**src/rtl/riscv_wb_arbiter.sv**
```systemverilog
// +------------------------------------------------------------------------+
// | riscv_wb_arbiter: round-robin writeback arbiter, busy scoreboard and   |
// | hazard detection for the register file's single write port. Rev 1.0   |
// +------------------------------------------------------------------------+
`default_nettype none

module riscv_wb_arbiter #(
  parameter int NUM_REQ = 3,
  parameter int XLEN    = 32
) (
  input  logic                    clock,
  input  logic                    reset_n,
  input  logic [NUM_REQ-1:0]      req_valid_i,
  output logic [NUM_REQ-1:0]      req_ready_o,
  input  logic [NUM_REQ*5-1:0]    req_rd_i,
  input  logic [NUM_REQ*XLEN-1:0] req_data_i,
  input  logic                    issue_valid_i,
  input  logic [4:0]              issue_rd_i,
  input  logic [4:0]              rs1_addr_i,
  input  logic [4:0]              rs2_addr_i,
  output logic                    hazard_o,
  output logic                    rd_wen_o,
  output logic [4:0]              rd_addr_o,
  output logic [XLEN-1:0]         rd_data_o,
  output logic [31:0]             busy_o
);

  localparam int PTR_W = (NUM_REQ > 1) ? $clog2(NUM_REQ) : 1;

  logic [PTR_W-1:0]   ptr_q, ptr_d;
  logic               wen_q, wen_d;
  logic [4:0]         addr_q, addr_d;
  logic [XLEN-1:0]    data_q, data_d;
  logic [31:0]        busy_q, busy_d;

  logic               w_found;
  logic [PTR_W-1:0]   w_winner;
  logic [NUM_REQ-1:0] w_grant;
  logic [4:0]         w_win_rd;
  logic [XLEN-1:0]    w_win_data;

  // Rotating priority search; the grant is suppressed while reset is held.
  always_comb begin
    int idx;
    w_found  = 1'b0;
    w_winner = '0;
    idx      = 0;
    for (int k = 0; k < NUM_REQ; k++) begin
      idx = int'(ptr_q) + k;
      if (idx >= NUM_REQ) idx = idx - NUM_REQ;
      if (!w_found && req_valid_i[idx] && reset_n) begin
        w_found  = 1'b1;
        w_winner = PTR_W'(idx);
      end
    end
  end

  always_comb begin
    w_grant = '0;
    if (w_found) w_grant[w_winner] = 1'b1;
    w_win_rd   = req_rd_i[int'(w_winner)*5 +: 5];
    w_win_data = req_data_i[int'(w_winner)*XLEN +: XLEN];
  end

  always_comb begin
    ptr_d  = ptr_q;
    wen_d  = 1'b0;
    addr_d = addr_q;
    data_d = data_q;
    if (w_found) begin
      ptr_d  = (w_winner == PTR_W'(NUM_REQ-1)) ? '0 : w_winner + PTR_W'(1);
      wen_d  = (w_win_rd != 5'd0);
      addr_d = w_win_rd;
      data_d = w_win_data;
    end
  end

  // Clear on commit first so a same-edge issue to that register stays busy.
  always_comb begin
    busy_d = busy_q;
    if (wen_q) busy_d[addr_q] = 1'b0;
    if (issue_valid_i && (issue_rd_i != 5'd0)) busy_d[issue_rd_i] = 1'b1;
    busy_d[0] = 1'b0;
  end

  always_ff @(posedge clock or negedge reset_n) begin
    if (!reset_n) begin
      ptr_q  <= '0;
      wen_q  <= 1'b0;
      addr_q <= 5'd0;
      data_q <= '0;
      busy_q <= 32'd0;
    end else begin
      ptr_q  <= ptr_d;
      wen_q  <= wen_d;
      addr_q <= addr_d;
      data_q <= data_d;
      busy_q <= busy_d;
    end
  end

  // No bypass: a register committing this cycle still reads as busy.
  always_comb begin
    hazard_o = ((rs1_addr_i != 5'd0) && busy_q[rs1_addr_i]) ||
               ((rs2_addr_i != 5'd0) && busy_q[rs2_addr_i]) ||
               (issue_valid_i && (issue_rd_i != 5'd0) && busy_q[issue_rd_i]);
  end

  assign req_ready_o = w_grant;
  assign rd_wen_o    = wen_q;
  assign rd_addr_o   = addr_q;
  assign rd_data_o   = data_q;
  assign busy_o      = busy_q;

endmodule

`default_nettype wire

```
**config.mk**
```make
export PLATFORM = sky130hd
export DESIGN_NAME = riscv_wb_arbiter
export DESIGN_NICKNAME = d
export VERILOG_FILES = /design/src/rtl/riscv_wb_arbiter.sv
export SDC_FILE = /design/constraint.sdc
export NUM_CORES = 1
export LEC_CHECK = 0
export BUFFER_PORTS_ARGS = -buffer_cell sky130_fd_sc_hd__buf_4
export CORE_ASPECT_RATIO = 1.2
export CORE_MARGIN = 2
export CORE_UTILIZATION = 25
export DETAILED_ROUTE_END_ITERATION = 12
export SYNTH_ARGS = -nofsm -noshare
export SYNTH_HDL_FRONTEND = slang
export SYNTH_SLANG_ARGS = --single-unit
```
**constraint.sdc**
```tcl
create_clock -name clock -period 2.6 [get_ports clock]
set_clock_uncertainty 0.1 [all_clocks]
set_input_delay 0.26 -clock clock [delete_from_list [all_inputs] [get_ports clock]]
set_output_delay 0.26 -clock clock [all_outputs]
set_load 0.1 [all_outputs]
```
* After elaboration in Yosys (flattened, before gate mapping) *
Cells that the tools add are included.

operators by class
  add/subtract/negate cells = 6
  bitwise logic cells = 3
  shifts and indexed selects = 2
  reductions and logical operators = 20
  equal/unequal tests = 1
  multipliers = 1
  order comparisons = 14
  multiplexer cells = 35

operator list
  operator                                                                count
  32-bit 2-to-1 mux                                                       5
  32-bit by 4-bit < comparator with 1-bit output (second input constant)  3
  96-bit by 8-bit indexed part select with 32-bit output                  1
  32-bit bitwise AND                                                      1
  32-bit NOT                                                              1
  32-bit OR                                                               1
  5-bit by 6-bit < comparator with 1-bit output (second input constant)   4
  5-bit nonzero test                                                      4
  1-bit 2-to-1 mux                                                        16
  1-bit binary-select mux with 5-bit select                               3
  15-bit by 6-bit indexed part select with 5-bit output                   1
  1-bit logical AND                                                       12
  1-bit demux with 5-bit select                                           2
  5-bit by 1-bit >= comparator with 1-bit output (second input constant)  2
  2-bit 2-to-1 mux                                                        4
  3-bit by 2-bit subtractor with 4-bit output (second input constant)     2
  1-bit binary-select mux with 2-bit select                               3
  3-bit by 2-bit >= comparator with 1-bit output (second input constant)  2
  2-bit by 3-bit multiplier with 5-bit output (second input constant)     1
  2-bit by 1-bit adder with 3-bit output (second input constant)          1
  2-bit by 2-bit adder with 3-bit output (second input constant)          1
  2-bit by 3-bit < comparator with 1-bit output (second input constant)   1
  3-bit 2-to-1 mux                                                        1
  2-bit by 2-bit subtractor with 3-bit output (second input constant)     1
  other kinds (7)                                                         9

word-level totals
  register bits after elaboration = 71

* Logic depth before layout (Yosys ltp) *
Gate-level depths: netlist (run 1).

  depth in word-level cells = 20
  mapped depth = 12
  depth with buffers taken out = 9

* Worst setup path before layout (run 1) *
No wires, ideal clock.

  path kind = register to output
  start = reg busy_q[31], in the netlist busy_o[31]
  end = out hazard_o
  slack = -0.627 ns
  arrival = 2.867 ns
  stages on the path, launching flop included = 7
  path through = dfrtp_1 -> mux4_2 -> nand2b_1 -> nand4_1 -> or4_1 -> o311ai_1 -> nand3_1

on the way
  cells in the longest elaborated chain, start to end = 5
  elaborated cells on any way between the ends = 11
  those cells by class = 6 x mux; 5 x reduce/logical

ends and longest elaborated chain
  item                                                          line      source
  from (decl)                                                   34        logic [31:0] busy_q, busy_d;
  from (signal assigned)                                        98        busy_q <= busy_d;
  1-bit binary-select mux with 5-bit select (on tied branches)  104, 105
  1-bit 2-to-1 mux (on tied branches)                           104, 105
  1-bit logical AND (on tied branches)                          104, 105
  1-bit logical OR                                              104       hazard_o = ((rs1_addr_i != 5'd0) && busy_q[rs1_addr_i]) ||
  1-bit logical OR (*)                                          105       ((rs2_addr_i != 5'd0) && busy_q[rs2_addr_i]) ||
  to (decl)                                                     21        output logic hazard_o,

Mark *: on every way between the ends. The rest lies on a longest branch, timed or not. The select of a mux whose other input is x is not followed.

* Worst setup path after layout (run 1) *
  start = reg busy_q[7], in the netlist busy_o[7]
  end = out hazard_o

Same word-level chain as after synthesis.

==> results of run 1 <==
final cells by class:
type	count	area share [%]
Clock buffer	11	3.787
Clock inverter	5	1.200
Inverter	6	0.3375
Multi-Input combinational cell	301	35.08
Sequential cell	71	26.73
Tap cell	212	3.974
Timing Repair Buffer	244	28.89
cells in the mapped netlist, types with 5 or more instances:
library cell	count	area, sq um
dfrtp_1	71	1777
o21ai_0	64	320.3
nand2_1	61	229.0
mux4_2	25	563.0
a222oi_1	19	190.2
o21ai_1	18	90.09
a21oi_1	17	85.08
clkbuf_1	16	60.06
a22o_1	13	113.9
nand3b_1	11	82.58
nor2b_1	8	50.05
nand3_1	7	35.03
buf_2	6	30.03
inv_1	6	22.52
mux2_2	6	67.56
nor2_1	6	22.52
buf_6	5	56.30
mux2i_1	5	50.05
stage by stage:
| step | cell area, sq um | setup TNS (ns) | worst slack, ns | hold slack (ns) | utilization, % |
|---|---|---|---|---|---|
| global route | 6674 | -0.3484 | -0.1558 | 0.01726 | 41.02 |
| CTS | 6630 | -0.1294 | -0.06924 | 0.008702 | 40.75 |
| finish | 6674 | -0.1018 | -0.06728 | 0.02564 | 41.02 |
| detailed placement | 5978 | 0 | 0.06108 | 0.2902 | 36.74 |
| floorplan | 4184 | -0.3736 | -0.3736 | -0.1356 | - |
| global placement | 5978 | 0 | 0.1044 | 0.2755 | 36.74 |
cells by family (layout without fill, tap and decap cells):
logic type	count (synthesis)	count (layout)	synth area share, %
AOI/OAI and AO/OA	145	145	22.03
adders and majority gates	3	3	0.8991
buffers and inverters	36	266	4.405
DFF	71	71	42.55
muxes	36	36	16.30
other	1	1	0.08981
and+or+nand+nor	116	116	13.72
worst max path at each step:
stage | startpoint | to | slack (ns) | depth (start not counted)
after floorplan | busy_o[31]$_DFF_PN0_ | hazard_o | -0.37 | 6
after global placement | issue_rd_i[0] | hazard_o | 0.10 | 8
after detailed placement | ptr_q[0]$_DFFE_PN0P_ | req_ready_o[0] | 0.06 | 9
after CTS | busy_o[11]$_DFF_PN0_ | hazard_o | -0.07 | 6
after global routing | ptr_q[1]$_DFFE_PN0P_ | req_ready_o[0] | -0.16 | 8
final | busy_o[7]$_DFF_PN0_ | hazard_o | -0.07 | 6
state kept, by name, summed over array words and instances (netlist names):
register / count
rd_data_o: 32
busy_o: 31
rd_addr_o: 5
ptr_q: 2
rd_wen_o: 1
worst min-delay path, cell delays in order:
cell and delay (ns):
buf_4 0.08, nand2_1 0.04, nand2_1 0.04
per-layer routing:
layer	part of all wire [%]	wire [um]	GRT usage, %	up-vias
met3	11	1737	4.898	31
met4	2.5	389	6.782	0
met2	49	7564	28.88	319
li1	-	-	-	2014
met5	0	0	0	-
met1	38	5845	20.27	2129
repair_timing:
action,CTS,global route
cloned,1,0
endpoints found under the hold margin,71,0
pin swaps,6,1
hold buffers,1,0
endpoints found under the setup margin,4,14
gates resized for setup,26,13
buffers inserted,23,0
==> summary.txt, run 1 <==
Placed design
  – Detail Placement HPWL: 11.58 mm
  – PortBufs: 204
  – GP Congestion: roughly 0.85
  – Placed cell count: 809

Worst setup path
  – R2r endpoint: rd_data_o[2]$_DFFE_PN0P_
  – Critical Path Start Type: register
  – Data required time at the worst endpoint: 2.24 ns
  – R2r worst-path depth: 10
  – CP Capture Type: output pin
  – Worst path slowest cell: mux4_2
  – Crit path DAT: 2.31 ns
  – Crit-path max cell delay: ~0.47 ns
  – R2R setup slack: 0.18 ns
  – Top delay family on crit path: multiplexers
  – Worst path cell trace: buf_4 -> mux4_2 -> mux4_2 -> mux2i_2 -> nand3_2 -> buf_12
  – CP Max Fanout: 4
  – CP bufs+invs: 2
  – Critical path type: register to output pin
  – Critical Path Most Common Cell: mux4_2
  – RR Startpoint: ptr_q[0]$_DFFE_PN0P_

Logic synthesis
  – Yosys warnings: 0
  – Sequential-to-total area share from yosys stat: 42.55%
  – Syn Inst Count: 408
  – Main synth FF type: dfrtp_1
  – Post-Syn Area: 0.004175 sq mm
  – Library cells used by synthesis: 41
  – Syn Nets: about 540
  – Synthesized area per cell: 10.23 sq um
  – Seq cells post-synth: 71
  – Async SR Flop Fraction: 100.0%
  – Post-synth EDFFs: 0

Min path
  – Worst hold start: req_data_i[20]
  – Worst hold endpoint: rd_data_o[20]$_DFFE_PN0P_
  – Hold depth: 3
  – Worst min path class: input pin to register

Global route
  – Via count of the first global-routing pass: 4649
  – Overall Global Routing Usage: between 10% and 20%
  – First-pass GRT wire length: 24.03 mm
  – Grt ovf: 0
  – Initial antenna violation count: 0
  – Largest net degree at the start of global routing: 38

Clock tree
  – Clock slew at reported path FFs: about 0.060 ns
  – H-Tree Level Count: 3
  – Clk_lat worst skew: 0.32 ns
  – CTS tree: yes
  – Clock sink total: 71
  – Inserted Clock Buffers: 9
  – CTS Root Cell: clkbuf_16
  – Max Root-Sink Buffers: 2

Layout
  – Share of cells above drive strength 1: 50.63%
  – Most common cell after layout, fill and taps aside: buf_4
  – Fillers: approximately 1600
  – Area Overhead vs Synth: 59.84%
  – Most frequent cells in the layout: 234 x buf_4, 65 x dfrtp_1, 64 x o21ai_0, 61 x nand2_1, 25 x mux4_2
  – Area taken by multi-input logic gates: 0.002341 sq mm
  – ANT cells: 0
  – Register area: 0.001784 sq mm
  – Net count, final: 768
  – Final std cells w/o fill: 850

Routing
  – DR WL/cell: 18.28 um
  – Total number of vias: 4493
  – # DRC: 0
  – Total Wirelength: 15.54 mm
  – Antenna Violating Nets Remaining: 0
  – First-pass iteration count of the detailed router: 5
  – Vias/cell: 5.286
  – 1st-iter DRT viols: 416

Floorplan
  – Std-Cell Rows: roughly 50
  – Die W: 122.0 um
  – Initial Util: 25.66%
  – I/O pin total: 206
  – Die Span Y: 145.6 um
  – Die Area: 0.01775 sq mm
  – Core area: roughly 0.016 sq mm

Timing
  – Fin crit share: 102.6%
  – RSZ-0062 raised after global routing: yes
  – Final-report hold violation count: 0
  – Fin crit period: roughly 2.7 ns
  – Fmax: 374.9 MHz
  – Slew Limit Fails: 0
  – Setup slack after layout: -0.06728 ns
  – Final Setup Violations: 2

Job
  – MaxCap Viol Count: 0

Outcome
  – Violated checks: setup timing
  – Status: complete, but fails checks
Power of run 1 is not shown: default switching activity piles up to over one toggle a cycle in this logic, so the estimate is an artifact.
==> run 2: changes to the inputs <==
--- a/config.mk
+++ b/config.mk
@@ -10,6 +10,7 @@
 export CORE_MARGIN = 2
 export CORE_UTILIZATION = 25
 export DETAILED_ROUTE_END_ITERATION = 12
+export SETUP_SLACK_MARGIN = 0.5
 export SYNTH_ARGS = -nofsm -noshare
 export SYNTH_HDL_FRONTEND = slang
 export SYNTH_SLANG_ARGS = --single-unit
==> run 2 against run 1 <==
Net effect:
- the flow still finishes with violations (setup timing)
- core utilization grew 4.5 points
- maximum frequency is 3.6% lower
- design area up 11%
- critical endpoint unchanged
- largest cell class unchanged
==> summary.txt, run 2 (synthesized netlist as in run 1, its figures left out) <==
Routing
  – Max layer used: met4
  – Wl on met1: 6.751 mm (+16%)
  – Met3 Wirelength: 1.652 mm (-4.9%)
  – Total number of vias: 4704 (+4.7%)
  – Total Wirelength: 18.54 mm (+19%)
  – 1st-iter DRT viols: 339 (-19%)
  – Antenna Violating Nets Remaining: 0 (unchanged)
  – # DRC: 0 (unchanged)
  – Metal2 WL: 9.578 mm (+27%)
  – First-pass iteration count of the detailed router: 6 (+1)
  – Vias/cell: 5.413 (+2.4%)
  – DR WL/cell: 21.33 um (+17%)

Clock tree
  – Max Root-Sink Buffers: 2 (unchanged)
  – Inserted Clock Buffers: 9 (unchanged)
  – Clock sink total: 71 (unchanged)
  – H-Tree Level Count: 3 (unchanged)
  – Clock slew at reported path FFs: 0.06 ns (about the same)
  – Clk_lat worst skew: 0.34 ns (+0.02 ns)
  – CTS Root Cell: clkbuf_16
  – CTS tree: yes

Timing
  – Setup slack after layout: -0.1682 ns (-0.1009 ns)
  – Final-report hold violation count: 0 (unchanged)
  – Fin crit period: 2.768 ns (+0.1009 ns)
  – Fin crit share: 106.5% (+3.9 points)
  – Fmax: 361.2 MHz (-3.6%)
  – Sum Neg Setup Slack: -0.1682 ns (-0.06647 ns)
  – Slew Limit Fails: 0 (unchanged)
  – Final Setup Violations: 1 (-1)
  – RSZ-0062 raised after global routing: yes

Worst setup path
  – Worst path cell trace: mux4_2 -> and3_4 -> or4_4 -> o311ai_4 -> nand3_4 -> buf_12
  – Critical path type: register to output pin
  – Critical Path Start Type: register
  – CP Capture Type: output pin
  – Worst path slowest cell: or4_4
  – Data required time at the worst endpoint: 2.24 ns (about the same)
  – CP Max Fanout: 4 (unchanged)
  – Crit-path max cell delay: 0.54 ns (+0.07 ns)
  – Crit path DAT: 2.41 ns (+0.10 ns)

Min path
  – Worst min path class: input pin to async pin

Placed design
  – GP Congestion: 0.8513 (about the same)
  – Placed Instance Area: 0.006083 sq mm (+1.8%)
  – PortBufs: 204 (unchanged)
  – Placed cell count: 807 (-0.25%)
  – Detail Placement HPWL: 12.27 mm (+6.0%)

Layout
  – Share of cells above drive strength 1: 59.97% (+9.3 points)
  – Max reg flops: 32 (unchanged)
  – Most common cell after layout, fill and taps aside: buf_4
  – Final std cells w/o fill: 869 (+2.2%)
  – ANT cells: 0 (unchanged)
  – Net count, final: 787 (+2.5%)
  – Fillers: 1535 (-3.2%)
  – Most frequent cells in the layout: 219 x buf_4, 64 x o21ai_0, 59 x nand2_1, 37 x dfrtp_1, 25 x mux4_2
  – Area Overhead vs Synth: 77.34%
  – Post-Layout Inst Area: 0.007405 sq mm (+11%)

Floorplan
  – Initial Util: 25.66% (unchanged)
  – Die Area: 0.01775 sq mm (unchanged)
  – Core area: 0.01627 sq mm (unchanged)
  – I/O pin total: 206 (unchanged)
  – Die W: 122.0 um (unchanged)
  – Std-Cell Rows: 51 (unchanged)
  – Die Span Y: 145.6 um (unchanged)

Global route
  – Via count of the first global-routing pass: 4837 (+4.0%)
  – Largest net degree at the start of global routing: 38 (unchanged)
  – First-pass GRT wire length: 26.60 mm (+11%)
  – Initial antenna violation count: 0 (unchanged)
  – Overall Global Routing Usage: 19.51% (+2.4 points)
  – Grt ovf: 0 (unchanged)

Outcome
  – Violated checks: setup timing
  – Status: complete, but fails checks

Job
  – MaxCap Viol Count: 0 (unchanged)
-- run 2: changes by cell type in the layout (fill, tap and decap cells not counted), moves of 12 or more --
cell,before,now
buf_4,234,219
buf_6,3,16
dfrtp_2,6,24
a21oi_1,16,4
dfrtp_1,65,37
a21oi_2,1,13
-- run 2: critical path: cells and delay by family, from the launching register on --
family | cells | cell delay, ns
buffers and inverters | 1 | 0.18
DFF | 1 | 0.50
muxes | 1 | 0.48
and+or+nand+nor | 3 | 0.81
AOI/OAI and AO/OA | 1 | 0.09
-- run 2: path summary, 6_finish.rpt --
kind	start	slack, ns	cells after the start	to
max in group asynchronous	reset_n	1.46	3	ptr_q[1]$_DFFE_PN0P_
max	busy_o[11]$_DFF_PN0_	-0.17	6	hazard_o
min in group clock	req_data_i[16]	0.01	3	rd_data_o[16]$_DFFE_PN0P_
max reg2reg	ptr_q[0]$_DFFE_PN0P_	0.04	11	rd_wen_o$_DFF_PN0_
min reg2reg	rd_data_o[22]$_DFFE_PN0P_	0.39	2	rd_data_o[22]$_DFFE_PN0P_
min	reset_n	0.005	2	busy_o[10]$_DFF_PN0_
-- run 2: layout make-up --
type / count / area (sq um) / share of cell area (%)
clock buffer: 13 / 250.2 / 3.380
multi-input combinational: 301 / 2577 / 34.81
sequential: 71 / 1844 / 24.91
tap: 212 / 265.3 / 3.582
clock inverter: 3 / 42.54 / 0.5745
inverter: 6 / 22.52 / 0.3042
timing repair buffer: 263 / 2402 / 32.44
-- run 2: what timing repair did --
item	4_1_cts	5_1_grt
gates resized for setup	72	40
cloned	5	5
hold endpoints to repair	5	0
pin swaps	25	38
hold buffers	2	0
setup buffers	20	14
setup endpoints to repair	44	44
-- run 2: routing by layer --
layer	track usage, %	vias up
li1	-	2055
met1	22.66	2347
met2	33.35	269
met3	5.290	33
met4	8.506	0
met5	0	-
-- run 2: stage by stage --
stage                     setup WS, ns  util (%)  hold slack [ns]
final                          -0.1682     45.51         0.005196
after global routing           -0.1977     45.51         0.007678
after CTS                      -0.1871     42.98        0.0004028
after detailed placement       0.08711     37.39          0.01821
after global placement          0.1014     37.39          0.01668
after floorplan                0.04125         -          -0.1356
Power of run 2 is left out for the same reason.
==> run 3: changes to the inputs <==
==> constraint.sdc (replaced) <==
create_clock -name clock -period 3.26 [get_ports clock]
set_clock_uncertainty 0.1 [all_clocks]
set_input_delay 0.326 -clock clock [delete_from_list [all_inputs] [get_ports clock]]
set_output_delay 0.326 -clock clock [all_outputs]
set_load 0.1 [all_outputs]
==> run 3 against run 2 <==
Net effect:
- the run now ends clean
- routed wire length fell by 18%
- non-clock buffer count fell by 21
- core utilization fell by 5.2 points
- die area did not move
- clock-buffer cell count fell by 3
- via count fell by 5.6%
- first-iteration DRC count rose by 28%
- register-to-register slack improved by 0.60 ns
- flip-flop and latch count did not move
- final cell count fell by 2.4%
- design area fell by 11%
==> summary.txt, run 3 (synthesized netlist as in run 1, its figures left out) <==
Outcome
  – Status: finished, final reports clean

Timing
  – Sum Neg Setup Slack: 0 ns (+0.1682 ns)
  – Transition time of the tightest slew-check pin: 0.5884 ns
  – Fin crit share: 83.58%
  – Final Setup Violations: 0 (-1)
  – Max_slew headroom: between 60% and 70%
  – Slew Limit Fails: 0 (unchanged)
  – Fin crit period: about 2.7 ns
  – Final-report hold violation count: 0 (unchanged)
  – Fmax: around 370 MHz
  – Worst hold slack: 0.08788 ns (+0.08269 ns)
  – RSZ-0062 raised after global routing: yes

Worst setup path
  – Top delay family on crit path: multiplexers
  – CP Capture Type: output pin
  – Worst path slowest cell: mux4_2
  – Critical Path Start Type: register
  – CP Max Fanout: 4 (unchanged)
  – R2r worst-path depth: 8 (-3)
  – RR Startpoint: ptr_q[1]$_DFFE_PN0P_
  – R2R setup slack: 0.64 ns (+0.60 ns)
  – Crit-path max cell delay: 0.47 ns (-0.07 ns)
  – Data required time at the worst endpoint: 2.83 ns (+0.59 ns)
  – Worst path cell trace: buf_4 -> mux4_2 -> mux4_2 -> mux2i_1 -> nand3_2 -> buf_12
  – R2r endpoint: rd_addr_o[3]$_DFFE_PN0P_
  – CP bufs+invs: 2 (+1)
  – Critical Path Most Common Cell: mux4_2
  – Crit path DAT: 2.30 ns (-0.11 ns)
  – Critical path type: register to output pin

Clock tree
  – Clk_lat worst skew: 0.32 ns (-0.02 ns)
  – CTS tree: yes
  – H-Tree Level Count: 3 (unchanged)
  – Max Root-Sink Buffers: 2 (unchanged)
  – CTS Root Cell: clkbuf_16
  – Clock slew at reported path FFs: 0.06 ns (about the same)
  – Inserted Clock Buffers: 9 (unchanged)
  – Clock sink total: 71 (unchanged)

Placed design
  – Placed Instance Area: 0.005886 sq mm (-3.2%)
  – PortBufs: 204 (unchanged)
  – GP Congestion: 0.8550 (+0.43%)
  – Detail Placement HPWL: 11.51 mm (-6.2%)

Floorplan
  – Core area: 0.01627 sq mm (unchanged)
  – I/O pin total: 206 (unchanged)
  – Die Area: 0.01775 sq mm (unchanged)
  – Die W: 122.0 um (unchanged)
  – Initial Util: 25.66% (unchanged)
  – Die Span Y: 145.6 um (unchanged)
  – Std-Cell Rows: 51 (unchanged)

Global route
  – First-pass GRT wire length: 23.78 mm (-11%)
  – Initial antenna violation count: 0 (unchanged)
  – Overall Global Routing Usage: 16.98% (-2.5 points)
  – Largest net degree at the start of global routing: 56 (+47%)
  – Via count of the first global-routing pass: 4596 (-5.0%)
  – Grt ovf: 0 (unchanged)

Layout
  – Most common cell after layout, fill and taps aside: buf_4
  – Fillers: 1641 (+6.9%)
  – Core Util, Final: 40.35% (-5.2 points)
  – Area Overhead vs Synth: 57.24%
  – Share of cells above drive strength 1: 48.90% (-11 points)
  – Net count, final: 766 (-2.7%)
  – Post-Layout Inst Area: 0.006565 sq mm (-11%)
  – Most frequent cells in the layout: 231 x buf_4, 65 x dfrtp_1, 64 x o21ai_0, 61 x nand2_1, 25 x mux4_2
  – ANT cells: 0 (unchanged)
  – Max reg flops: 32 (unchanged)

Routing
  – # DRC: 0 (unchanged)
  – Antenna Violating Nets Remaining: 0 (unchanged)
  – First-pass iteration count of the detailed router: 7 (+1)
  – Vias/cell: 5.236 (-3.3%)
  – 1st-iter DRT viols: 433 (+28%)
  – Total number of vias: 4440 (-5.6%)
  – DR WL/cell: 17.94 um (-16%)
  – Total Wirelength: 15.22 mm (-18%)

Min path
  – Worst hold start: req_data_i[14]
  – Worst hold endpoint: rd_data_o[14]$_DFFE_PN0P_
  – Worst min path class: input pin to register
  – Hold depth: 3

Job
  – MaxCap Viol Count: 0 (unchanged)
-- run 3: cell types whose count changed in the layout (fill, tap and decap cells not counted), moves of 5 or more --
cell | previous run | this run
dfrtp_1 | 37 | 65
dfrtp_2 | 24 | 6
a21oi_1 | 4 | 17
a21oi_2 | 13 | 0
buf_4 | 219 | 231
buf_12 | 13 | 3
dfrtp_4 | 10 | 0
buf_6 | 16 | 7
buf_16 | 5 | 0
-- run 3: repair_timing --
action | CTS | global route
endpoints found under the setup margin | 3 | 3
buffers inserted | 25 | 5
pin swaps | 4 | 2
hold endpoints to repair | 29 | 0
hold buffers | 2 | 0
resized for setup | 15 | 15
-- run 3: tightest hold or removal path: stages --
cell and delay [ns]:
buf_4 0.07, nand2_1 0.04, nand2_1 0.04
-- run 3: through the flow --
step | setup WS (ns) | instances
after floorplan | 0.2204 | 408
after global placement | 0.6246 | 800
after detailed placement | 0.5469 | 800
after CTS | 0.5081 | 843
after global routing | 0.4634 | 848
final | 0.5353 | 848
-- run 3: worst max path at each step --
stage,startpoint,to,slack (ns),cells after the start
6_report,busy_o[19]$_DFF_PN0_,hazard_o,0.54,6
5_1_grt,busy_o[19]$_DFF_PN0_,hazard_o,0.46,6
4_1_cts,ptr_q[1]$_DFFE_PN0P_,req_ready_o[0],0.51,8
3_5_place_dp,ptr_q[0]$_DFFE_PN0P_,rd_data_o[19]$_DFFE_PN0P_,0.55,10
3_3_place_gp,issue_rd_i[0],hazard_o,0.62,8
2_1_floorplan,busy_o[31]$_DFF_PN0_,hazard_o,0.22,6
-- run 3: final cells by class --
class | count | area [sq um] | share of cell area (%)
Clock inverter | 6 | 85.08 | 1.296
Tap cell | 212 | 265.3 | 4.040
Inverter | 6 | 22.52 | 0.3431
Multi-Input combinational cell | 301 | 2296 | 34.97
Clock buffer | 10 | 229.0 | 3.488
Sequential cell | 71 | 1784 | 27.18
Timing Repair Buffer | 242 | 1883 | 28.68
-- run 3: routing by layer --
metal / vias to the layer above / routed length (um) / track usage [%]
li1: 2006 / - / -
met1: 2137 / 5781 / 20.76
met2: 271 / 7542 / 28.18
met3: 26 / 1513 / 4.741
met4: 0 / 378 / 6.552
met5: - / 0 / 0
Power of run 3 is left out for the same reason.
